### config.mk
export PLATFORM = sky130hd
export DESIGN_NAME = store_data_translator_flat
export DESIGN_NICKNAME = d
export VERILOG_FILES = /design/src/rtl/store_data_translator_if.sv /design/src/rtl/store_data_translator.sv /design/src/flat_wrapper.sv
export SDC_FILE = /design/constraint.sdc
export NUM_CORES = 1
export LEC_CHECK = 0
export BUFFER_PORTS_ARGS = -buffer_cell sky130_fd_sc_hd__buf_2
export CORE_MARGIN = 1
export CORE_UTILIZATION = 53
export CTS_CLUSTER_SIZE = 8
export DETAILED_ROUTE_END_ITERATION = 6
export PLACE_DENSITY = 0.8
export SYNTH_ARGS = -nofsm -noshare
export SYNTH_HDL_FRONTEND = slang
export SYNTH_SLANG_ARGS = --single-unit
export TNS_END_PERCENT = 20
### constraint.sdc
create_clock -name clk -period 6 [get_ports clk]
set_clock_uncertainty 0.1 [all_clocks]
set_input_delay 0.9 -clock clk [delete_from_list [all_inputs] [get_ports clk]]
set_output_delay 0.9 -clock clk [all_outputs]
set_load 0.01 [all_outputs]
### src/rtl/store_data_translator_if.sv
// Store-issue and data-memory write channels of the store data translator.
//   st_*  : CPU store request (valid/ready) plus one-cycle misalignment flag
//   mem_* : buffered, lane-steered word write toward data memory (valid/ready)
// slave  : the translator's view (consumes stores, produces memory writes)
// master : the surrounding CPU/memory view
interface store_data_translator_if #(
  parameter int ADDR_W = 32
);
  logic              st_valid;
  logic              st_ready;
  logic [ADDR_W-1:0] st_addr;
  logic [31:0]       st_data;
  logic [1:0]        st_size;
  logic              st_err;
  logic              mem_valid;
  logic              mem_ready;
  logic [ADDR_W-1:0] mem_addr;
  logic [31:0]       mem_wdata;
  logic [3:0]        mem_be;

  modport slave (
    input  st_valid, st_addr, st_data, st_size, mem_ready,
    output st_ready, st_err, mem_valid, mem_addr, mem_wdata, mem_be
  );

  modport master (
    output st_valid, st_addr, st_data, st_size, mem_ready,
    input  st_ready, st_err, mem_valid, mem_addr, mem_wdata, mem_be
  );
endinterface

### src/rtl/store_data_translator.sv
// Store data translator: steers byte/half/word store data onto big-endian
// byte lanes of a 32-bit word, builds byte enables, drops misaligned stores
// (flagging st_err for one cycle) and buffers aligned writes in a DEPTH-entry
// FIFO that drains to data memory.
//   clk, resetn : clock, asynchronous active-low reset
//   bus         : store request and memory write channels (slave modport)
//   count       : entries currently buffered

// One byte lane. LANE 0 is bits [7:0]; big-endian byte offset k lands on
// lane 3-k.
module sdt_lane #(
  parameter int LANE = 0
) (
  input  logic [1:0]  size,
  input  logic [1:0]  ofs,
  input  logic [31:0] data,
  output logic [7:0]  lane_byte,
  output logic        lane_be
);
  localparam logic [1:0] BYTE_OFS = 2'(3 - LANE);
  localparam logic       LOW_HALF = (LANE < 2);

  always_comb begin
    lane_byte = data[8*LANE +: 8];
    lane_be   = 1'b1;
    case (size)
      2'b11: begin
        lane_byte = data[7:0];
        lane_be   = (ofs == BYTE_OFS);
      end
      2'b01: begin
        lane_byte = data[8*(LANE%2) +: 8];
        lane_be   = (ofs[1] == LOW_HALF);
      end
      default: ;
    endcase
  end
endmodule

module store_data_translator #(
  parameter int ADDR_W = 32,
  parameter int DEPTH  = 2
) (
  input  logic                   clk,
  input  logic                   resetn,
  store_data_translator_if.slave bus,
  output logic [$clog2(DEPTH):0] count
);
  localparam int PW = $clog2(DEPTH);
  localparam int CW = PW + 1;

  typedef struct packed {
    logic [ADDR_W-3:0] waddr;
    logic [31:0]       wdata;
    logic [3:0]        be;
  } entry_t;

  entry_t          buf_q [DEPTH];
  entry_t          head;
  logic [PW-1:0]   wr_ptr, rd_ptr;
  logic [3:0][7:0] lane_data;
  logic [3:0]      lane_be;
  logic            misaligned, accept, push, pop;

  for (genvar i = 0; i < 4; i++) begin : g_lane
    sdt_lane #(.LANE(i)) u_lane (
      .size      (bus.st_size),
      .ofs       (bus.st_addr[1:0]),
      .data      (bus.st_data),
      .lane_byte (lane_data[i]),
      .lane_be   (lane_be[i])
    );
  end

  // Bytes can never be misaligned; sizes 00 and 10 are both words.
  assign misaligned = (bus.st_size == 2'b01 && bus.st_addr[0]) ||
                      (!bus.st_size[0] && bus.st_addr[1:0] != 2'b00);

  // Readiness looks only at occupancy, so a full buffer stays closed even
  // when memory pops in the same cycle.
  assign bus.st_ready  = (count < CW'(DEPTH));
  assign bus.mem_valid = (count != '0);
  assign accept        = bus.st_valid && bus.st_ready;
  assign push          = accept && !misaligned;
  assign pop           = bus.mem_valid && bus.mem_ready;

  always_ff @(posedge clk or negedge resetn) begin
    if (!resetn) begin
      count      <= '0;
      wr_ptr     <= '0;
      rd_ptr     <= '0;
      bus.st_err <= 1'b0;
    end else begin
      bus.st_err <= accept && misaligned;
      if (push) wr_ptr <= wr_ptr + 1'b1;
      if (pop)  rd_ptr <= rd_ptr + 1'b1;
      case ({push, pop})
        2'b10:   count <= count + 1'b1;
        2'b01:   count <= count - 1'b1;
        default: ;
      endcase
    end
  end

  // Payload needs no reset: it is only visible while mem_valid is set.
  always_ff @(posedge clk) begin
    if (push) buf_q[wr_ptr] <= '{waddr: bus.st_addr[ADDR_W-1:2],
                                 wdata: lane_data, be: lane_be};
  end

  assign head          = buf_q[rd_ptr];
  assign bus.mem_addr  = bus.mem_valid ? {head.waddr, 2'b00} : '0;
  assign bus.mem_wdata = bus.mem_valid ? head.wdata : '0;
  assign bus.mem_be    = bus.mem_valid ? head.be : '0;
endmodule

### src/flat_wrapper.sv
// flat-port wrapper written by rule: the top's interface ports become plain ports
module store_data_translator_flat 
#(
  parameter int ADDR_W = 32,
  parameter int DEPTH  = 2
)
  (clk, resetn, count, bus_st_valid, bus_st_addr, bus_st_data, bus_st_size, bus_mem_ready, bus_st_ready, bus_st_err, bus_mem_valid, bus_mem_addr, bus_mem_wdata, bus_mem_be);
  store_data_translator_if #(.ADDR_W(ADDR_W)) bus_i ();
  input  logic clk;
  input  logic resetn;
  output logic [$clog2(DEPTH):0] count;
  input wire logic [$bits(bus_i.st_valid)-1:0] bus_st_valid;
  input wire logic [$bits(bus_i.st_addr)-1:0] bus_st_addr;
  input wire logic [$bits(bus_i.st_data)-1:0] bus_st_data;
  input wire logic [$bits(bus_i.st_size)-1:0] bus_st_size;
  input wire logic [$bits(bus_i.mem_ready)-1:0] bus_mem_ready;
  output wire logic [$bits(bus_i.st_ready)-1:0] bus_st_ready;
  output wire logic [$bits(bus_i.st_err)-1:0] bus_st_err;
  output wire logic [$bits(bus_i.mem_valid)-1:0] bus_mem_valid;
  output wire logic [$bits(bus_i.mem_addr)-1:0] bus_mem_addr;
  output wire logic [$bits(bus_i.mem_wdata)-1:0] bus_mem_wdata;
  output wire logic [$bits(bus_i.mem_be)-1:0] bus_mem_be;
  assign bus_i.st_valid = bus_st_valid;
  assign bus_i.st_addr = bus_st_addr;
  assign bus_i.st_data = bus_st_data;
  assign bus_i.st_size = bus_st_size;
  assign bus_i.mem_ready = bus_mem_ready;
  assign bus_st_ready = bus_i.st_ready;
  assign bus_st_err = bus_i.st_err;
  assign bus_mem_valid = bus_i.mem_valid;
  assign bus_mem_addr = bus_i.mem_addr;
  assign bus_mem_wdata = bus_i.mem_wdata;
  assign bus_mem_be = bus_i.mem_be;
  store_data_translator #(.ADDR_W(ADDR_W), .DEPTH(DEPTH)) u_core (.clk(clk), .resetn(resetn), .bus(bus_i), .count(count));
endmodule
## Word level (Yosys, flattened, before mapping)

Memory sizes are Yosys's and may differ from the RTL's.
Index checks and enable logic that the tools add are counted.

- Register bits after elaboration: 5
- Memories: 1
- Logic and storage cells: 45
- Latch bits: 0
- Bits of input ports: 70
- RAM bits: 132
- Output and inout bits: 73
- ROM bits: 0

Memories:

| memory | depth | width | read ports | clocked after memory_dff | wr ports | line | source |
|---|---|---|---|---|---|---|---|
| u_core.buf_q | 2 | 66 | 1 | 0 | 1 | store_data_translator.sv:58 | `entry_t buf_q [DEPTH];` |

- Bitwise gates (word level): 1
- Reduce and logical (&&, ||, !) cells: 14
- $lt $le $gt $ge: 1
- Shift operators: 0
- Add/sub/neg operators: 4
- Div/mod/pow operators: 0
- $mul: 0
- Eq/ne operators: 7
- Multiplexer cells: 13

Operator list:

| operator | count |
|---|---|
| two-way mux 32 bit | 2 |
| two-way mux 8 bit | 2 |
| one-hot mux 8 bit (2 select lines) | 1 |
| equality test 2 bit, second input constant | 4 |
| one-hot mux 1 bit (2 select lines) | 4 |
| equality test 2 x 1 -> 1 bit, second input constant | 3 |
| logical AND 1 bit | 6 |
| nonzero test 2 bit | 3 |
| two-way mux 4 bit | 1 |
| one-hot mux 2 bit (2 select lines) | 1 |
| adder 1 bit, second input constant | 2 |
| adder 2 x 1 -> 2 bit, second input constant | 1 |
| zero test 1 bit | 2 |
| zero test 2 bit | 1 |
| < comparator 2 bit, second input constant | 1 |
| two-way mux 1 bit | 2 |
| OR reduction 2 bit | 1 |
| subtractor 2 x 1 -> 2 bit, second input constant | 1 |
| logical OR 1 bit | 1 |
| inverter 1 bit | 1 |

## Longest topological paths before layout

- Depth in word-level cells: 7
- Mapped depth: 7
- Depth with buffers taken out: 7

## Hierarchy

From an unflattened synthesis, not the netlist that was laid out.

- Cells, all modules: 369
- Area total of the unflattened synthesis: 5821.8 um^2

By module, submodules not included:

| module | cells an instance | area each (um^2) | instances | sequential area each (um^2) |
|---|---|---|---|---|
| store_data_translator | 307 | 5301.3 | 1 | 4088.9 |
| sdt_lane at u_core.g_lane[3].u_lane | 29 | 192.7 | 1 | 0.0 |
| sdt_lane at u_core.g_lane[2].u_lane | 11 | 142.6 | 1 | 0.0 |
| sdt_lane at u_core.g_lane[1].u_lane | 11 | 110.1 | 1 | 0.0 |
| sdt_lane at u_core.g_lane[0].u_lane | 11 | 75.1 | 1 | 0.0 |

## Worst setup path before layout

OpenSTA, ideal clock, no wires.

- Path type: input -> register
- Start point: input port bus_st_size[0]
- End point: memory u_core.buf_q[0][0] (netlist name), enable pin
- Library setup time: 498 ps
- Path buffers: 0
- Stages on the path: 3
- Arrival time: 4319 ps
- Required time: 5402 ps
- Path slack: 1082 ps
- Cells stage by stage: nand2_2 -> a211oi_4 -> nor2b_1

- Longest elaborated chain between the ends: 7
- Elaborated cells on any way between the ends: 9
- Those cells by class: 1 x eq/ne; 2 x mux; 6 x reduce/logical

Ends and longest elaborated chain:

| what | line | source |
|---|---|---|
| start: declaration | flat_wrapper.sv:15 | `input wire logic [$bits(bus_i.st_size)-1:0] bus_st_size;` |
| equality test 2 x 1 -> 1 bit / zero test 1 bit (equally long branches) | store_data_translator.sv:76, store_data_translator.sv:77 |  |
| logical AND 1 bit (on tied branches) | store_data_translator.sv:76, store_data_translator.sv:77 |  |
| logical OR 1 bit (*) | store_data_translator.sv:76 | `assign misaligned = (bus.st_size == 2'b01 && bus.st_addr[0]) \|\|` |
| zero test 1 bit (*) | store_data_translator.sv:84 | `assign push = accept && !misaligned;` |
| logical AND 1 bit (*) | store_data_translator.sv:84 |  |
| two-way mux 1 bit (*) | store_data_translator.sv:107 | `if (push) buf_q[wr_ptr] <= '{waddr: bus.st_addr[ADDR_W-1:2],` |
| two-way mux 1 bit (implied by the code) (*) | store_data_translator.sv:107 |  |
| end: declaration | store_data_translator.sv:58 |  |

Mark *: on every way between the ends. The rest lies on a longest branch, timed or not.

## Final worst setup path

- Start point: input port bus_st_size[0]
- End point: memory u_core.buf_q[1][49] (netlist name), enable pin

The elaborated chain is that of the path after synthesis.

==> impl_results.md <==
- Outcome: completed
- DRT Wirelength: 10.5 mm
- Leakage: 2.84 nW
- GR Util met1: 0.259
- Clk sinks: 137
- Req. time, crit path: 6080 ps
- Final setup fails: 0
- Initial Utilization: 0.547
- First-pass GRT wire length: 16.2 mm
- H-tree depth: 4
- DRC viols: 0
- CTS clk-pin slew, worst paths: 60 ps
- FILL cells: 741
- P_sw: 1.02 mW
- Internal power: 2.08 mW
- Combinational power share: 0.289
- Num rows: 37
- Crit path launch type: input pin
- CTS max path bufs: 2
- Relative slew slack: 0.222
- Maximum VDD drop: 0.287 mV
- Hold slack: 98.4 ps
- Max Cap Violations: 0
- Hold Crit Class: in2async
- CP arrival: 3450 ps
- Async S/R FF share, synth: 0.0365
- Multiplexer share of the synthesized area: 0.163
- # hold bufs at CTS: 0
- Die width: 105 microns
- Share of layout cells above drive strength 1: 0.385
- Endpoint class of the critical path: flip-flop
- Clock network power share: 0.287
- Gr usage total: 0.198
- Least-Margin Pin Slew: 1170 ps
- Design area: 6950 sq um
- Commonest non-fill, non-tap cell in the layout: buf_2
- Number of global-route vias before repair: 3,264
- Adder-cell share of the synthesized area: 0.00222
- Total number of vias: 3,313
- Final Cycle Share: 0.563
- Worst reg2reg path depth: 4
- Layout area overhead: 23.1%
- Post-Synth Simple-Gate Area: 0.0610
- Initial antenna violation count: 0
- Placed cell areas: 6430 sq um
- Post-Syn Area: 5640 sq um
- Sequential fraction of the synthesis area: 0.725
- Die Area: 11,100 sq um
- Clock root buffer: clkbuf_8
- Hold Vio Cnt, Final: 0
- Finished Layout Cells: 650
- GR peak layer: met2
- Num ports: 143
- EDFF count, synth: 132
- Grt ovf: 0
- Compound-gate portion of the synthesized area: 0.0151
- First drt pass iteration count: 5
- Antenna Nets Post-Route: 0
- Most common flop cell mapped by yosys: edfxtp_1
- Post-DP HPWL: 6.74 mm
- Met2 usage: 0.322
- Syn Inst Count: 359
- Most frequent cells in the layout: buf_2 (140), edfxtp_1 (132), nor2_1 (76)
- Sw frac: 0.329
- WL/cell: 16.1 microns
- Total Nets Final: 572
- Crit Path Class: in2reg
- Post-CTS Resized: 0
- Core Region: 10,300 sq um
- Post-synthesis xor/xnor area fraction: 0.00776
- FF+latch count, synth: 137
- Routing usage on met3: 0.0430
- Pin count of the biggest net entering global routing: 68
- Pwr dens: 445 nW/um^2
- Total negative slack: 0 ps
- Fmax: 0.296 GHz
- Seq pwr share: 0.424
- Postcts setup bufs: 0
- Largest family of logic cells by synthesized area: multiplexers
- Vias/cell: 5.10
- Syn avg cell area: 15.7 sq um
- Total CTS buffers: 17
- CTS tree: built
- Distinct cells, synth: 23
- Placed Instances: 618
- Unrepaired setup endpoints after global routing: false
- Critical-path maximum fanout: 41
- Worst-skew pair later-pin latency: 500 ps
- Detailed Route Iter0 Violations: 198
- Fin. max-slew vios: 0
- Crit path time final: 3380 ps
- Number of synthesis warnings: 0
- IO Port Bufs: 140
- Final Wtd Congestion: 0.762
- Ant. Diodes: 0
- Die height: 105 microns
per-layer routing:
metal / share of wire / up-vias
li1: - / 1590
met1: 0.43 / 1570
met2: 0.50 / 141
met3: 0.059 / 12
met4: 0.012 / 0
met5: 0 / -
power groups by stage:
stage          clock network, mW  logic, mW  registers [mW]
2_1_floorplan                  0      0.671            1.21
3_3_place_gp                   0      0.886            1.33
3_5_place_dp                   0      0.901            1.33
4_1_cts                    0.898      0.905            1.32
5_1_grt                    0.937      0.974            1.33
6_report                   0.887      0.893            1.31
state kept, by name, indices dropped and copies added (netlist names):
name               flops
u_core.wr_ptr          1
u_core.buf_q         132
u_core.rd_ptr          1
u_core.bus.st_err      1
u_core.count           2
area by class of cell:
class                      count  area [sq um]  share of cell area
timing repair buffer         143           723               0.104
clock buffer                  17           414              0.0596
clock inverter                15           104              0.0149
multi-input combinational    198          1430               0.206
tap                          136           170              0.0245
sequential                   137          4090               0.589
inverter                       4          15.0             0.00216
per-stage QoR:
stage	setup slack, ps	power, mW	util
after global routing	2450	3.24	0.673
final	2620	3.09	0.673
after detailed placement	2080	2.23	0.623
after floorplan	1080	1.88	-
after CTS	2610	3.12	0.673
after global placement	2150	2.21	0.623
cell usage after synthesis (all sizes together), types with 3 or more instances:
cell	count	area [sq um]
a21oi	9	45.0
buf	19	121
dfrtp	5	125
edfxtp	132	3960
inv	4	15.0
mux2	16	180
mux2i	74	741
nand2	4	17.5
nor2	77	289
nor2b	3	18.8
xnor2	3	26.3
final timing paths:
kind	start	endpoint	slack, ps
hold / removal	resetn	u_core.count[1]$_DFFE_PN0P_	100
hold reg to reg	u_core.wr_ptr$_DFFE_PN0P_	u_core.wr_ptr$_DFFE_PN0P_	460
max in group asynchronous	resetn	u_core.rd_ptr$_DFFE_PN0P_	5550
min in group clk	u_core.wr_ptr$_DFFE_PN0P_	u_core.wr_ptr$_DFFE_PN0P_	460
setup reg to reg	u_core.count[1]$_DFFE_PN0P_	u_core.buf_q[1][49]$_DFFE_PP_	3280
setup / recovery	bus_st_size[0]	u_core.buf_q[1][49]$_DFFE_PP_	2620
critical path, stage by stage:
cell	delay (ps)
buf_2	480
nand2_2	340
a211oi_4	380
and2_2	850
buf_4	460
kinds of logic after synthesis:
family / count (synthesis)
AO/OA/AOI/OAI: 13
XOR/XNOR: 5
adder cells (fa/ha/maj): 1
buffers and inverters: 25
flip-flops: 137
multiplexers: 90
other: 1
AND/OR/NAND/NOR: 87
(Power assumes the default switching activity.)
